--- src/rtl/rf_wb_arbiter_pkg.sv ---
// Shared writeback definitions: source ids, request record, default widths.
// No logic; used by the arbiter, its FIFOs and the port interface.
// Widths default to the register file address and SIMD data widths.
package rf_wb_arbiter_pkg;

    localparam int RF_ADDR_WIDTH   = 5;
    localparam int SIMD_DATA_WIDTH = 64;

    typedef enum logic [1:0] {
        WB_SRC_ALU = 2'd0,
        WB_SRC_LSU = 2'd1,
        WB_SRC_MDU = 2'd2
    } wb_src_e;

    typedef struct packed {
        logic [RF_ADDR_WIDTH-1:0]   rd;
        logic [SIMD_DATA_WIDTH-1:0] data;
        logic                       simd;
    } wb_req_t;

    // The buffered requester that is not s (LSU <-> MDU).
    function automatic wb_src_e otherSrc(input wb_src_e s);
        return (s == WB_SRC_LSU) ? WB_SRC_MDU : WB_SRC_LSU;
    endfunction

endpackage

--- src/rtl/rf_wb_arbiter_if.sv ---
// Writeback bundle: producer requests in, register file write ports and pending mask out.
// master = producers/register file side, slave = the arbiter.
// Only ALU is never back-pressured; LSU/MDU use valid/ready.
interface rf_wb_arbiter_if
    import rf_wb_arbiter_pkg::*;
#(
    parameter int DATA_W = SIMD_DATA_WIDTH,
    parameter int ADDR_W = RF_ADDR_WIDTH
);
    logic                     flush;
    logic                     alu_valid;
    logic [ADDR_W-1:0]        alu_rd;
    logic [DATA_W-1:0]        alu_data;
    logic                     alu_simd;
    logic                     lsu_valid;
    logic                     lsu_ready;
    logic [ADDR_W-1:0]        lsu_rd;
    logic [DATA_W-1:0]        lsu_data;
    logic                     lsu_simd;
    logic                     mdu_valid;
    logic                     mdu_ready;
    logic [ADDR_W-1:0]        mdu_rd;
    logic [DATA_W-1:0]        mdu_data;
    logic                     mdu_simd;
    logic                     wen1;
    logic [ADDR_W-1:0]        waddr1;
    logic [DATA_W-1:0]        wdata1;
    logic                     simd1;
    logic                     wen2;
    logic [ADDR_W-1:0]        waddr2;
    logic [DATA_W-1:0]        wdata2;
    logic                     simd2;
    logic [(1<<ADDR_W)-1:0]   pending_mask;

    modport master (
        output flush,
        output alu_valid, alu_rd, alu_data, alu_simd,
        output lsu_valid, lsu_rd, lsu_data, lsu_simd, input lsu_ready,
        output mdu_valid, mdu_rd, mdu_data, mdu_simd, input mdu_ready,
        input  wen1, waddr1, wdata1, simd1,
        input  wen2, waddr2, wdata2, simd2,
        input  pending_mask
    );

    modport slave (
        input  flush,
        input  alu_valid, alu_rd, alu_data, alu_simd,
        input  lsu_valid, lsu_rd, lsu_data, lsu_simd, output lsu_ready,
        input  mdu_valid, mdu_rd, mdu_data, mdu_simd, output mdu_ready,
        output wen1, waddr1, wdata1, simd1,
        output wen2, waddr2, wdata2, simd2,
        output pending_mask
    );

endinterface

--- src/rtl/rf_wb_arbiter_wb_fifo.sv ---
// Small synchronous FIFO holding buffered writeback requests (rd/data/simd).
// Latency: push at t, head visible at t+1; flush empties it in one cycle.
// No internal backpressure: caller pushes only when !full and pops only when !empty.
// RF_WB_PENDING_MASK_EN adds a per-entry rd view (invalid slots read as x0).
module wb_fifo #(
    parameter int DEPTH  = 2,
    parameter int DATA_W = 64,
    parameter int ADDR_W = 5
) (
    input  logic              clk,
    input  logic              rst_n,
    input  logic              flush,
    input  logic              push,
    input  logic [ADDR_W-1:0] pushRd,
    input  logic [DATA_W-1:0] pushData,
    input  logic              pushSimd,
    input  logic              pop,
    output logic              full,
    output logic              empty,
    output logic [ADDR_W-1:0] headRd,
    output logic [DATA_W-1:0] headData,
    output logic              headSimd
`ifdef RF_WB_PENDING_MASK_EN
    ,
    output logic [ADDR_W-1:0] entryRd [DEPTH]
`endif
);
    localparam int PTR_W = $clog2(DEPTH);

    logic [ADDR_W-1:0] rdMem   [DEPTH];
    logic [DATA_W-1:0] dataMem [DEPTH];
    logic              simdMem [DEPTH];
    logic [PTR_W-1:0]  wrPtr;
    logic [PTR_W-1:0]  rdPtr;
    logic [PTR_W:0]    count;

    assign full     = (count == (PTR_W+1)'(DEPTH));
    assign empty    = (count == '0);
    assign headRd   = rdMem[rdPtr];
    assign headData = dataMem[rdPtr];
    assign headSimd = simdMem[rdPtr];

    // Pointer and occupancy tracking; flush discards everything at once.
    always_ff @(posedge clk) begin
        if (!rst_n || flush) begin
            wrPtr <= '0;
            rdPtr <= '0;
            count <= '0;
        end else begin
            if (push) wrPtr <= wrPtr + 1'b1;
            if (pop)  rdPtr <= rdPtr + 1'b1;
            case ({push, pop})
                2'b10:   count <= count + 1'b1;
                2'b01:   count <= count - 1'b1;
                default: count <= count;
            endcase
        end
    end

    // Entry storage; contents are don't-care until written.
    always_ff @(posedge clk) begin
        if (push && !flush) begin
            rdMem[wrPtr]   <= pushRd;
            dataMem[wrPtr] <= pushData;
            simdMem[wrPtr] <= pushSimd;
        end
    end

`ifdef RF_WB_PENDING_MASK_EN
    // Expose occupied slots' rd; empty slots report x0 so they never mark a register.
    always_comb begin
        for (int i = 0; i < DEPTH; i++) begin
            logic [PTR_W-1:0] off;
            off        = PTR_W'(i) - rdPtr;
            entryRd[i] = ({1'b0, off} < count) ? rdMem[i] : '0;
        end
    end
`endif

endmodule

--- src/rtl/rf_wb_arbiter.sv ---
// Writeback scheduler: ALU direct, LSU/MDU buffered + round-robin, onto two RF write ports.
// Latency: ALU request t -> wen at t+1; LSU/MDU push t -> earliest wen at t+2.
// LSU/MDU ready = !full (no pass-through when full); ALU never stalled. RF_WB_PENDING_MASK_EN enables pending_mask.
module rf_wb_arbiter
    import rf_wb_arbiter_pkg::*;
#(
    parameter int DATA_W     = SIMD_DATA_WIDTH,
    parameter int ADDR_W     = RF_ADDR_WIDTH,
    parameter int FIFO_DEPTH = 2
) (
    input  logic           clk,
    input  logic           rst_n,
    rf_wb_arbiter_if.slave bus
);
    logic              rstDone;
    wb_src_e           rrPtr;
    logic              lsuFull, lsuEmpty, lsuHeadSimd, lsuPush, lsuPop;
    logic              mduFull, mduEmpty, mduHeadSimd, mduPush, mduPop;
    logic [ADDR_W-1:0] lsuHeadRd, mduHeadRd;
    logic [DATA_W-1:0] lsuHeadData, mduHeadData;
`ifdef RF_WB_PENDING_MASK_EN
    logic [ADDR_W-1:0] lsuEntryRd [FIFO_DEPTH];
    logic [ADDR_W-1:0] mduEntryRd [FIFO_DEPTH];
`endif

    // Ready is held low during reset and the cycle that leaves it.
    assign bus.lsu_ready = rstDone && !lsuFull;
    assign bus.mdu_ready = rstDone && !mduFull;
    assign lsuPush = bus.lsu_valid && bus.lsu_ready && !bus.flush;
    assign mduPush = bus.mdu_valid && bus.mdu_ready && !bus.flush;

    wb_fifo #(.DEPTH(FIFO_DEPTH), .DATA_W(DATA_W), .ADDR_W(ADDR_W)) lsuFifo (
        .clk(clk), .rst_n(rst_n), .flush(bus.flush),
        .push(lsuPush), .pushRd(bus.lsu_rd), .pushData(bus.lsu_data), .pushSimd(bus.lsu_simd),
        .pop(lsuPop), .full(lsuFull), .empty(lsuEmpty),
        .headRd(lsuHeadRd), .headData(lsuHeadData), .headSimd(lsuHeadSimd)
`ifdef RF_WB_PENDING_MASK_EN
        , .entryRd(lsuEntryRd)
`endif
    );

    wb_fifo #(.DEPTH(FIFO_DEPTH), .DATA_W(DATA_W), .ADDR_W(ADDR_W)) mduFifo (
        .clk(clk), .rst_n(rst_n), .flush(bus.flush),
        .push(mduPush), .pushRd(bus.mdu_rd), .pushData(bus.mdu_data), .pushSimd(bus.mdu_simd),
        .pop(mduPop), .full(mduFull), .empty(mduEmpty),
        .headRd(mduHeadRd), .headData(mduHeadData), .headSimd(mduHeadSimd)
`ifdef RF_WB_PENDING_MASK_EN
        , .entryRd(mduEntryRd)
`endif
    );

    // x0 requests never compete for a port; buffered x0 heads are just dropped.
    logic aluW, lsuCand, mduCand, lsuX0, mduX0;
    assign aluW    = bus.alu_valid && (bus.alu_rd != '0);
    assign lsuCand = !lsuEmpty && (lsuHeadRd != '0);
    assign mduCand = !mduEmpty && (mduHeadRd != '0);
    assign lsuX0   = !lsuEmpty && (lsuHeadRd == '0);
    assign mduX0   = !mduEmpty && (mduHeadRd == '0);

    // A is the favoured buffered requester this cycle, B the other one.
    wb_src_e           srcA, srcB;
    logic              candA, candB, grantA, grantB;
    logic [ADDR_W-1:0] rdA, rdB;
    assign srcA  = rrPtr;
    assign srcB  = otherSrc(rrPtr);
    assign candA = (srcA == WB_SRC_LSU) ? lsuCand   : mduCand;
    assign candB = (srcA == WB_SRC_LSU) ? mduCand   : lsuCand;
    assign rdA   = (srcA == WB_SRC_LSU) ? lsuHeadRd : mduHeadRd;
    assign rdB   = (srcA == WB_SRC_LSU) ? mduHeadRd : lsuHeadRd;

    // Fill slots: ALU first, then A, then B; a second write to the first rd is skipped.
    logic    p1Vld, p2Vld;
    wb_src_e p1Src, p2Src;
    always_comb begin
        grantA = 1'b0;
        grantB = 1'b0;
        p1Vld  = 1'b0;
        p2Vld  = 1'b0;
        p1Src  = WB_SRC_ALU;
        p2Src  = WB_SRC_ALU;
        if (aluW) begin
            p1Vld = 1'b1;
            if (candA && rdA != bus.alu_rd) begin
                grantA = 1'b1; p2Vld = 1'b1; p2Src = srcA;
            end else if (candB && rdB != bus.alu_rd) begin
                grantB = 1'b1; p2Vld = 1'b1; p2Src = srcB;
            end
        end else if (candA) begin
            grantA = 1'b1; p1Vld = 1'b1; p1Src = srcA;
            if (candB && rdB != rdA) begin
                grantB = 1'b1; p2Vld = 1'b1; p2Src = srcB;
            end
        end else if (candB) begin
            grantB = 1'b1; p1Vld = 1'b1; p1Src = srcB;
        end
    end

    logic lsuGrant, mduGrant;
    assign lsuGrant = (srcA == WB_SRC_LSU) ? grantA : grantB;
    assign mduGrant = (srcA == WB_SRC_LSU) ? grantB : grantA;
    assign lsuPop   = lsuGrant || lsuX0;
    assign mduPop   = mduGrant || mduX0;

    // Steer the chosen source's fields onto each write port.
    logic [ADDR_W-1:0] p1Rd, p2Rd;
    logic [DATA_W-1:0] p1Data, p2Data;
    logic              p1Simd, p2Simd;
    always_comb begin
        case (p1Src)
            WB_SRC_LSU: {p1Rd, p1Data, p1Simd} = {lsuHeadRd, lsuHeadData, lsuHeadSimd};
            WB_SRC_MDU: {p1Rd, p1Data, p1Simd} = {mduHeadRd, mduHeadData, mduHeadSimd};
            default:    {p1Rd, p1Data, p1Simd} = {bus.alu_rd, bus.alu_data, bus.alu_simd};
        endcase
        case (p2Src)
            WB_SRC_LSU: {p2Rd, p2Data, p2Simd} = {lsuHeadRd, lsuHeadData, lsuHeadSimd};
            WB_SRC_MDU: {p2Rd, p2Data, p2Simd} = {mduHeadRd, mduHeadData, mduHeadSimd};
            default:    {p2Rd, p2Data, p2Simd} = {bus.alu_rd, bus.alu_data, bus.alu_simd};
        endcase
    end

    // Register the write ports and advance round-robin; flush only silences the ports.
    always_ff @(posedge clk) begin
        if (!rst_n) begin
            rstDone    <= 1'b0;
            rrPtr      <= WB_SRC_LSU;
            bus.wen1   <= 1'b0;
            bus.waddr1 <= '0;
            bus.wdata1 <= '0;
            bus.simd1  <= 1'b0;
            bus.wen2   <= 1'b0;
            bus.waddr2 <= '0;
            bus.wdata2 <= '0;
            bus.simd2  <= 1'b0;
        end else begin
            rstDone <= 1'b1;
            if (bus.flush) begin
                bus.wen1 <= 1'b0;
                bus.wen2 <= 1'b0;
            end else begin
                bus.wen1   <= p1Vld;
                bus.waddr1 <= p1Rd;
                bus.wdata1 <= p1Data;
                bus.simd1  <= p1Simd;
                bus.wen2   <= p2Vld;
                bus.waddr2 <= p2Rd;
                bus.wdata2 <= p2Data;
                bus.simd2  <= p2Simd;
                if (lsuGrant && !mduGrant)      rrPtr <= WB_SRC_MDU;
                else if (mduGrant && !lsuGrant) rrPtr <= WB_SRC_LSU;
                else if (lsuGrant && mduGrant)  rrPtr <= otherSrc(rrPtr);
            end
        end
    end

`ifdef RF_WB_PENDING_MASK_EN
    // Mark every rd still queued or currently being written; x0 is never pending.
    logic [(1<<ADDR_W)-1:0] mask;
    always_comb begin
        mask = '0;
        for (int i = 0; i < FIFO_DEPTH; i++) begin
            mask[lsuEntryRd[i]] = 1'b1;
            mask[mduEntryRd[i]] = 1'b1;
        end
        if (bus.wen1) mask[bus.waddr1] = 1'b1;
        if (bus.wen2) mask[bus.waddr2] = 1'b1;
        mask[0] = 1'b0;
    end
    assign bus.pending_mask = mask;
`else
    assign bus.pending_mask = '0;
`endif

endmodule
--- src/flat_wrapper.sv ---
// flat-port wrapper written by rule: the top's interface ports become plain ports
module rf_wb_arbiter_flat import rf_wb_arbiter_pkg::*;
#(
    parameter int DATA_W     = SIMD_DATA_WIDTH,
    parameter int ADDR_W     = RF_ADDR_WIDTH,
    parameter int FIFO_DEPTH = 2
)
  (clk, rst_n, bus_flush, bus_alu_valid, bus_alu_rd, bus_alu_data, bus_alu_simd, bus_lsu_valid, bus_lsu_rd, bus_lsu_data, bus_lsu_simd, bus_lsu_ready, bus_mdu_valid, bus_mdu_rd, bus_mdu_data, bus_mdu_simd, bus_mdu_ready, bus_wen1, bus_waddr1, bus_wdata1, bus_simd1, bus_wen2, bus_waddr2, bus_wdata2, bus_simd2, bus_pending_mask);
  rf_wb_arbiter_if #(.DATA_W(DATA_W), .ADDR_W(ADDR_W)) bus_i ();
  input  logic clk;
  input  logic rst_n;
  input wire logic [$bits(bus_i.flush)-1:0] bus_flush;
  input wire logic [$bits(bus_i.alu_valid)-1:0] bus_alu_valid;
  input wire logic [$bits(bus_i.alu_rd)-1:0] bus_alu_rd;
  input wire logic [$bits(bus_i.alu_data)-1:0] bus_alu_data;
  input wire logic [$bits(bus_i.alu_simd)-1:0] bus_alu_simd;
  input wire logic [$bits(bus_i.lsu_valid)-1:0] bus_lsu_valid;
  input wire logic [$bits(bus_i.lsu_rd)-1:0] bus_lsu_rd;
  input wire logic [$bits(bus_i.lsu_data)-1:0] bus_lsu_data;
  input wire logic [$bits(bus_i.lsu_simd)-1:0] bus_lsu_simd;
  output wire logic [$bits(bus_i.lsu_ready)-1:0] bus_lsu_ready;
  input wire logic [$bits(bus_i.mdu_valid)-1:0] bus_mdu_valid;
  input wire logic [$bits(bus_i.mdu_rd)-1:0] bus_mdu_rd;
  input wire logic [$bits(bus_i.mdu_data)-1:0] bus_mdu_data;
  input wire logic [$bits(bus_i.mdu_simd)-1:0] bus_mdu_simd;
  output wire logic [$bits(bus_i.mdu_ready)-1:0] bus_mdu_ready;
  output wire logic [$bits(bus_i.wen1)-1:0] bus_wen1;
  output wire logic [$bits(bus_i.waddr1)-1:0] bus_waddr1;
  output wire logic [$bits(bus_i.wdata1)-1:0] bus_wdata1;
  output wire logic [$bits(bus_i.simd1)-1:0] bus_simd1;
  output wire logic [$bits(bus_i.wen2)-1:0] bus_wen2;
  output wire logic [$bits(bus_i.waddr2)-1:0] bus_waddr2;
  output wire logic [$bits(bus_i.wdata2)-1:0] bus_wdata2;
  output wire logic [$bits(bus_i.simd2)-1:0] bus_simd2;
  output wire logic [$bits(bus_i.pending_mask)-1:0] bus_pending_mask;
  assign bus_i.flush = bus_flush;
  assign bus_i.alu_valid = bus_alu_valid;
  assign bus_i.alu_rd = bus_alu_rd;
  assign bus_i.alu_data = bus_alu_data;
  assign bus_i.alu_simd = bus_alu_simd;
  assign bus_i.lsu_valid = bus_lsu_valid;
  assign bus_i.lsu_rd = bus_lsu_rd;
  assign bus_i.lsu_data = bus_lsu_data;
  assign bus_i.lsu_simd = bus_lsu_simd;
  assign bus_lsu_ready = bus_i.lsu_ready;
  assign bus_i.mdu_valid = bus_mdu_valid;
  assign bus_i.mdu_rd = bus_mdu_rd;
  assign bus_i.mdu_data = bus_mdu_data;
  assign bus_i.mdu_simd = bus_mdu_simd;
  assign bus_mdu_ready = bus_i.mdu_ready;
  assign bus_wen1 = bus_i.wen1;
  assign bus_waddr1 = bus_i.waddr1;
  assign bus_wdata1 = bus_i.wdata1;
  assign bus_simd1 = bus_i.simd1;
  assign bus_wen2 = bus_i.wen2;
  assign bus_waddr2 = bus_i.waddr2;
  assign bus_wdata2 = bus_i.wdata2;
  assign bus_simd2 = bus_i.simd2;
  assign bus_pending_mask = bus_i.pending_mask;
  rf_wb_arbiter #(.DATA_W(DATA_W), .ADDR_W(ADDR_W), .FIFO_DEPTH(FIFO_DEPTH)) u_core (.clk(clk), .rst_n(rst_n), .bus(bus_i));
endmodule
--- config.mk ---
export PLATFORM = sky130hd
export DESIGN_NAME = rf_wb_arbiter_flat
export DESIGN_NICKNAME = d
export VERILOG_FILES = /design/src/rtl/rf_wb_arbiter_pkg.sv /design/src/rtl/rf_wb_arbiter_if.sv /design/src/rtl/rf_wb_arbiter_wb_fifo.sv /design/src/rtl/rf_wb_arbiter.sv /design/src/flat_wrapper.sv
export SDC_FILE = /design/constraint.sdc
export NUM_CORES = 1
export LEC_CHECK = 0
export ABC_AREA = 0
export CORE_MARGIN = 5
export CORE_UTILIZATION = 40
export DETAILED_ROUTE_END_ITERATION = 10
export GPL_TIMING_DRIVEN = 0
export HOLD_SLACK_MARGIN = 0.08
export PLACE_DENSITY = 0.64
export SYNTH_ARGS = -nofsm -noshare
export SYNTH_HDL_FRONTEND = slang
export SYNTH_SLANG_ARGS = --single-unit
export TNS_END_PERCENT = 20
--- constraint.sdc ---
create_clock -name clk -period 4.75 [get_ports clk]
set_input_delay 0.7125 -clock clk [delete_from_list [all_inputs] [get_ports clk]]
set_output_delay 0.7125 -clock clk [all_outputs]
set_load 0.005 [all_outputs]
# ---- Yosys cells after proc, flatten, opt, wreduce, memory -nomap -nowiden
# Memory sizes are Yosys's and may differ from the RTL's. A register that Yosys moved wholly into a read port is not among the register bits.
# Cells that the tools add are included.
dict set report classes {
  add_sub_neg 8
  n_eq_ne 14
  mux 57
  n_bitwise 2
  reduce_logical 42
}
# cell count
set op_table {}
lappend op_table {{one-hot mux 64 bit (2 select lines)} 2}
lappend op_table {{two-way mux 1 bit} 35}
lappend op_table {{two-way mux 2 bit} 12}
lappend op_table {{one-hot mux 5 bit (2 select lines)} 2}
lappend op_table {{logical AND 1 bit} 19}
lappend op_table {{inequality test 5 bit} 3}
lappend op_table {{nonzero test 5 bit} 3}
lappend op_table {{== test 2 bit, second input constant} 6}
lappend op_table {{== test 2 x 1 -> 1 bit, second input constant} 5}
lappend op_table {{logical NOT 5 bit} 2}
lappend op_table {{two-way mux 5 bit} 2}
lappend op_table {{logical NOT 1 bit} 8}
lappend op_table {{one-hot mux 2 bit (2 select lines)} 2}
lappend op_table {{adder 1 bit, second input constant} 4}
lappend op_table {{adder 2 x 1 -> 2 bit, second input constant} 2}
lappend op_table {{logical NOT 2 bit} 2}
lappend op_table {{one-hot mux 1 bit (2 select lines)} 2}
lappend op_table {{nonzero test 2 bit} 2}
lappend op_table {{subtractor 2 x 1 -> 2 bit, second input constant} 2}
lappend op_table {{logical OR 1 bit} 3}
lappend op_table {{nonzero test 3 bit} 1}
lappend op_table {{inverter 1 bit} 2}
lappend op_table {{AND reduction 2 bit} 1}
lappend op_table {{OR reduction 2 bit} 1}
dict set report totals {
  ff_bits 153
  mem_bits_rw 280
  in_bits 216
  output_inout_bits 176
  wordCells 145
  n_memories 6
}
# name words width rd rd_ports_with_merged_regs write_ports line
set memory_table {}
lappend memory_table {u_core.lsuFifo.dataMem 2 64 1 1 1 rf_wb_arbiter_wb_fifo.sv:31} ;# logic [DATA_W-1:0] dataMem [DEPTH];
lappend memory_table {u_core.mduFifo.dataMem 2 64 1 1 1 rf_wb_arbiter_wb_fifo.sv:31}
lappend memory_table {u_core.lsuFifo.rdMem 2 5 1 1 1 rf_wb_arbiter_wb_fifo.sv:30} ;# logic [ADDR_W-1:0] rdMem [DEPTH];
lappend memory_table {u_core.mduFifo.rdMem 2 5 1 1 1 rf_wb_arbiter_wb_fifo.sv:30}
lappend memory_table {u_core.lsuFifo.simdMem 2 1 1 1 1 rf_wb_arbiter_wb_fifo.sv:32} ;# logic simdMem [DEPTH];
lappend memory_table {u_core.mduFifo.simdMem 2 1 1 1 1 rf_wb_arbiter_wb_fifo.sv:32}

# ---- Logic depth before layout (Yosys ltp)
dict set report depth {
  ltp_word 13
  mapped_depth 17
}

# ---- Hierarchy
# Synthesis repeated with hierarchy kept, for this count alone.
dict set report unflattened {
  hier_cells 1709
  area_unflattened_um2 19169.6
}
# mod n_inst cells_per_inst area_per_inst_um2 seq_area_each_um2
set modules_own_cells {}
lappend modules_own_cells {wb_fifo 2 242 5246.3 4304.1}
lappend modules_own_cells {rf_wb_arbiter 1 1225 8677.1 2902.8}

# ---- Worst setup path after synthesis
# Ideal clock, no wire load.
dict set report synth_path {
  path_kind {in2reg}
  startpoint {in bus_flush}
  endpoint {mem u_core.lsuFifo.dataMem[0][0], enable pin}
  setup_time_ps 499
  arrival_time_ps 4463
  required_ps 4251
  setup_slack_ps -212
  path_stages 5
  path_buffers 3
  path_cell_list {clkbuf_1 > clkbuf_1 > clkbuf_1 > nand3b_1 > nor2_1}
}
dict set report synth_via {
  elab_chain_cells 5
}
# item line
set synth_lines {}
lappend synth_lines {{from (decl)} flat_wrapper.sv:12} ;# input wire logic [$bits(bus_i.flush)-1:0] bus_flush;
lappend synth_lines {{logical NOT 1 bit *} {rf_wb_arbiter_wb_fifo.sv:62, rf_wb_arbiter.sv:29}}
lappend synth_lines {{logical AND 1 bit} rf_wb_arbiter.sv:29} ;# assign lsuPush = bus.lsu_valid && bus.lsu_ready && !bus.flush;
lappend synth_lines {{logical AND 1 bit *} rf_wb_arbiter_wb_fifo.sv:62} ;# if (push && !flush) begin
lappend synth_lines {{two-way mux 1 bit *} rf_wb_arbiter_wb_fifo.sv:62}
lappend synth_lines {{two-way mux 1 bit (not written as such) *} rf_wb_arbiter_wb_fifo.sv:64} ;# dataMem[wrPtr] <= pushData;
lappend synth_lines {{to (decl)} rf_wb_arbiter_wb_fifo.sv:31}
# Every way passes the cells marked *; elsewhere a longest branch is shown, timed or not.

# ---- Final worst setup path
dict set report layout_path {
  startpoint {in bus_alu_rd[3]}
  endpoint {reg u_core.bus.wdata1[53]}
}
dict set report layout_via {
  elab_chain_cells 5
}
# item line
set layout_lines {}
lappend layout_lines {{from (decl)} flat_wrapper.sv:14} ;# input wire logic [$bits(bus_i.alu_rd)-1:0] bus_alu_rd;
lappend layout_lines {{nonzero test 5 bit *} rf_wb_arbiter.sv:54} ;# assign aluW = bus.alu_valid && (bus.alu_rd != '0);
lappend layout_lines {{logical AND 1 bit *} rf_wb_arbiter.sv:54}
lappend layout_lines {{two-way mux 2 bit *} rf_wb_arbiter.sv:81} ;# if (aluW) begin
lappend layout_lines {{== test 2 bit / == test 2 x 1 -> 1 bit (equally long branches)} rf_wb_arbiter.sv:109} ;# case (p1Src)
lappend layout_lines {{one-hot mux 64 bit (2 select lines) *} rf_wb_arbiter.sv:109}
lappend layout_lines {{to (signal assigned)} rf_wb_arbiter.sv:142} ;# bus.wdata1 <= p1Data;
lappend layout_lines {{to (decl)} rf_wb_arbiter_if.sv:50} ;# output wen1, waddr1, wdata1, simd1,
# Marks and branches as above.
# A chain may end at the register's enable or synchronous reset.

==> results.ini <==
[clocking]
cts_max_level=2
clk-insertion-delay-late_ns=0.58
clockBufferDepth=3
cts-root-buf=clkbuf_16
clkSlewWorstSetupHoldPaths_ns=0.06
cts_tree=done
cts_buffers=47
cts.sinks=435
post_cts_buffers=0

[synth]
syn_area_um2=19400
async_flop_share_pct=0
synthCells=1717
synth_ff_type=edfxtp_1
syn_avg_cell_area_um2=11.3
ys_types=59
ys_seq_elements=435
synth-edff-count=280
synth-seq-area-share_pct=59.2
yosysWarnings=0

[global_route]
antenna_found_initial=12
track_usage_pct=24.1
grt_first_pass_wirelength_um=96900
grt_max_degree=27
gr-total-overflow=0
grt_pass1_vias=15258

[route]
vias_per_cell=5.45
drt-initial-drc-count=1298
route.detailed.drc=0
avgRoutedWirePerCell_um=23.8
wl_um=67100
antenna_left=0
drt-pass1-iter-count=7
vias=15373

[worst_setup_path]
endpoint_kind=flip-flop
cp.arrival_ns=5.05
cpMaxStageDelayCell=clkdlybuf4s50_1
cp-start-kind=primary input
cp.required_ns=5.21
r2r_cells=14
crit_chain=clkdlybuf4s50_1 > or4_4 > o21ai_4 > nand2_2 > or2_2 > ha_1 > clkbuf_1 > clkbuf_1 > buf_1 > nor2_1 > a21oi_1 > o21ai_0 > and2_1
rrSetupSlack_ns=0.32
cp_common_cell=clkbuf_1
worst_r2r_endpoint=u_core.bus.wdata1[53]
crit_path_max_incr_delay_ns=0.60
worstSetupStartpoint=bus_alu_rd[3]
critical_path.max_fanout=10
crit_type=primary input to flip-flop
crit_path_end=u_core.bus.wdata1[53]

[sta]
final-hold-violation-count=0
period_share_pct=96.6
min_period_ns=4.59
timing.hold.ws_ns=0.483
finClkSkew_ns=0.0187
max_freq_ghz=0.218
setup_ws_ns=0.163
setup_viol=0
slew-limit-headroom_pct=28.0
drv_slew=0
fin_setup_tns_ns=0
worst_slew_pin_slew_ns=1.08
grt_setup_unrepaired=true

[placed_design]
place_ws_ns=-0.753
dp_hpwl_um=48400
portBuffers=356
gp_congestion=0.862

[power]
intPower_mw=8.52
switching_share_pct=34.4
seqPwrFrac_pct=34.9
power.switching_mw=4.46
comb_power_share_pct=36.6
pwr-share-clk_pct=28.5
ir_drop_mv=0.234
powerDensity_nw_per_um2=506
p_leak_nw=8.50

[finish]
layout-drive-gt1-share_pct=13.8
area_delta_synth_final_pct=32.0
final_util_pct=53.5
nets=2383

[job]
cap_violations=0

[die]
fp-row-count=80
core_area_um2=47900
initial_core_util_pct=40.6
die_y_um=230
top_level_ports=392
die-area_um2=53100
die_w_um=230

[outcome]
status=complete, no violations

[min_path]
hold_path.class=flip-flop to flip-flop

==> metrics by stage <==
stage | std cells | area, um2 | power, mW
2_1_floorplan | 1748 | 19600 | 7.37
3_3_place_gp | 2719 | 23900 | 9.22
3_5_place_dp | 2727 | 24100 | 9.29
4_1_cts | 2813 | 25600 | 13.0
5_1_grt | 2817 | 25700 | 13.6
6_report | 2819 | 25700 | 13.0
==> worst min path at each step <==
stage                                     from              endpoint  slack, ns  depth (start not counted)
after floorplan           u_core.mduFifo.rdPtr             flip-flop       0.45                          2
after global placement    u_core.lsuFifo.rdPtr  u_core.lsuFifo.rdPtr       0.46                          2
after detailed placement  u_core.mduFifo.rdPtr             flip-flop       0.47                          2
after CTS                 u_core.mduFifo.rdPtr  u_core.mduFifo.rdPtr       0.48                          2
after global routing      u_core.lsuFifo.rdPtr  u_core.lsuFifo.rdPtr       0.52                          2
final                     u_core.mduFifo.rdPtr  u_core.mduFifo.rdPtr       0.48                          2
==> cells in the mapped netlist, drive strengths merged (2+ instances only) <==
master,count,area [um2]
a21boi,2,15.0
a21oi,145,729
a221oi,10,87.6
a22oi,130,976
a31oi,4,37.5
a41o,2,31.3
a41oi,2,25.0
and2,130,813
buf,58,364
clkbuf,106,398
dfxtp,155,3100
edfxtp,280,8410
ha,8,100
inv,10,37.5
mux2,140,1590
mux2i,20,240
nand2,139,524
nand2b,5,33.8
nand3,3,15.0
nand3b,2,15.0
nand4,2,12.5
nor2,145,547
nor2b,22,138
nor3,19,131
o21ai,138,702
o22ai,2,12.5
or3,2,12.5
xnor2,20,175
xor2,3,26.3
==> repair_timing <==
action | CTS | global route
endpoints found under the setup margin | 56 | 83
hold buffers | 0 | 0
hold endpoints to repair | 0 | 0
gates resized for setup | 2 | 19
==> registers in the layout (all words and copies together) (netlist names), 5 cells and up, named ones only <==
register / count
u_core.mduFifo.dataMem: 128
u_core.mduFifo.rdMem: 10
u_core.bus.waddr1: 5
u_core.bus.wdata1: 64
u_core.lsuFifo.dataMem: 128
u_core.bus.wdata2: 64
u_core.lsuFifo.rdMem: 10
u_core.bus.waddr2: 5
==> worst max-delay path, delay by kind of cell <==
kind | cells | cell delay [ns]
simple gates | 5 | 1.34
fa+ha+maj | 1 | 0.29
buf+inv | 4 | 2.10
compound gates | 3 | 0.59
==> power groups by stage <==
| stage | registers (mW) | clock network, mW | logic [mW] |
|---|---|---|---|
| final | 4.53 | 3.70 | 4.76 |
| after global routing | 4.56 | 3.91 | 5.10 |
| after CTS | 4.53 | 3.74 | 4.71 |
| after detailed placement | 4.61 | 0 | 4.69 |
| after global placement | 4.61 | 0 | 4.61 |
| after floorplan | 4.59 | 0 | 2.79 |
==> kinds of logic (layout without fill, tap and decap cells) <==
group / count (synthesis) / count (layout) / synth area share (%)
and+or+nand+nor: 473 / 473 / 11.7
AOI/OAI and AO/OA: 443 / 443 / 14.0
DFF: 435 / 435 / 59.2
buffers and inverters: 174 / 622 / 4.11
muxes: 160 / 160 / 9.40
xor gates and xnor gates: 23 / 23 / 1.04
adders and majority gates: 8 / 8 / 0.515
other: 1 / 40 / 0.0193
==> routing by layer <==
metal  up-vias  wire length (um)  global-route usage (%)
li1       7027                 -                       -
met4         8              2050                    7.98
met5         -                55                       0
met3       130              5060                    4.82
met2       668             31700                    40.0
met1      7540             28200                    32.0
==> area by class of cell <==
class	instances	area [um2]
fillers	4125	22300
diodes	8	20.0
clock buffers	65	1350
clock inverters	21	211
repair buffers	364	3720
well taps	615	769
flip-flops and latches	435	11500
inverters	10	37.5
multi-input cells	1139	7280
plain buffers	162	771
==> cell usage in the layout (no fill, tap or decap), types with 32 or more instances in the layout <==
cell type and n:
a21oi_1 144, conb_1 32, nor2_1 140, buf_4 33, o21ai_0 135, clkbuf_1 104
clkdlybuf4s50_1 356, dfxtp_1 155, and2_1 130, edfxtp_1 280, mux2_2 137, nand2_1 138
clkbuf_16 48, a22oi_1 130
No activity file was read; power rests on OpenSTA's default activity.
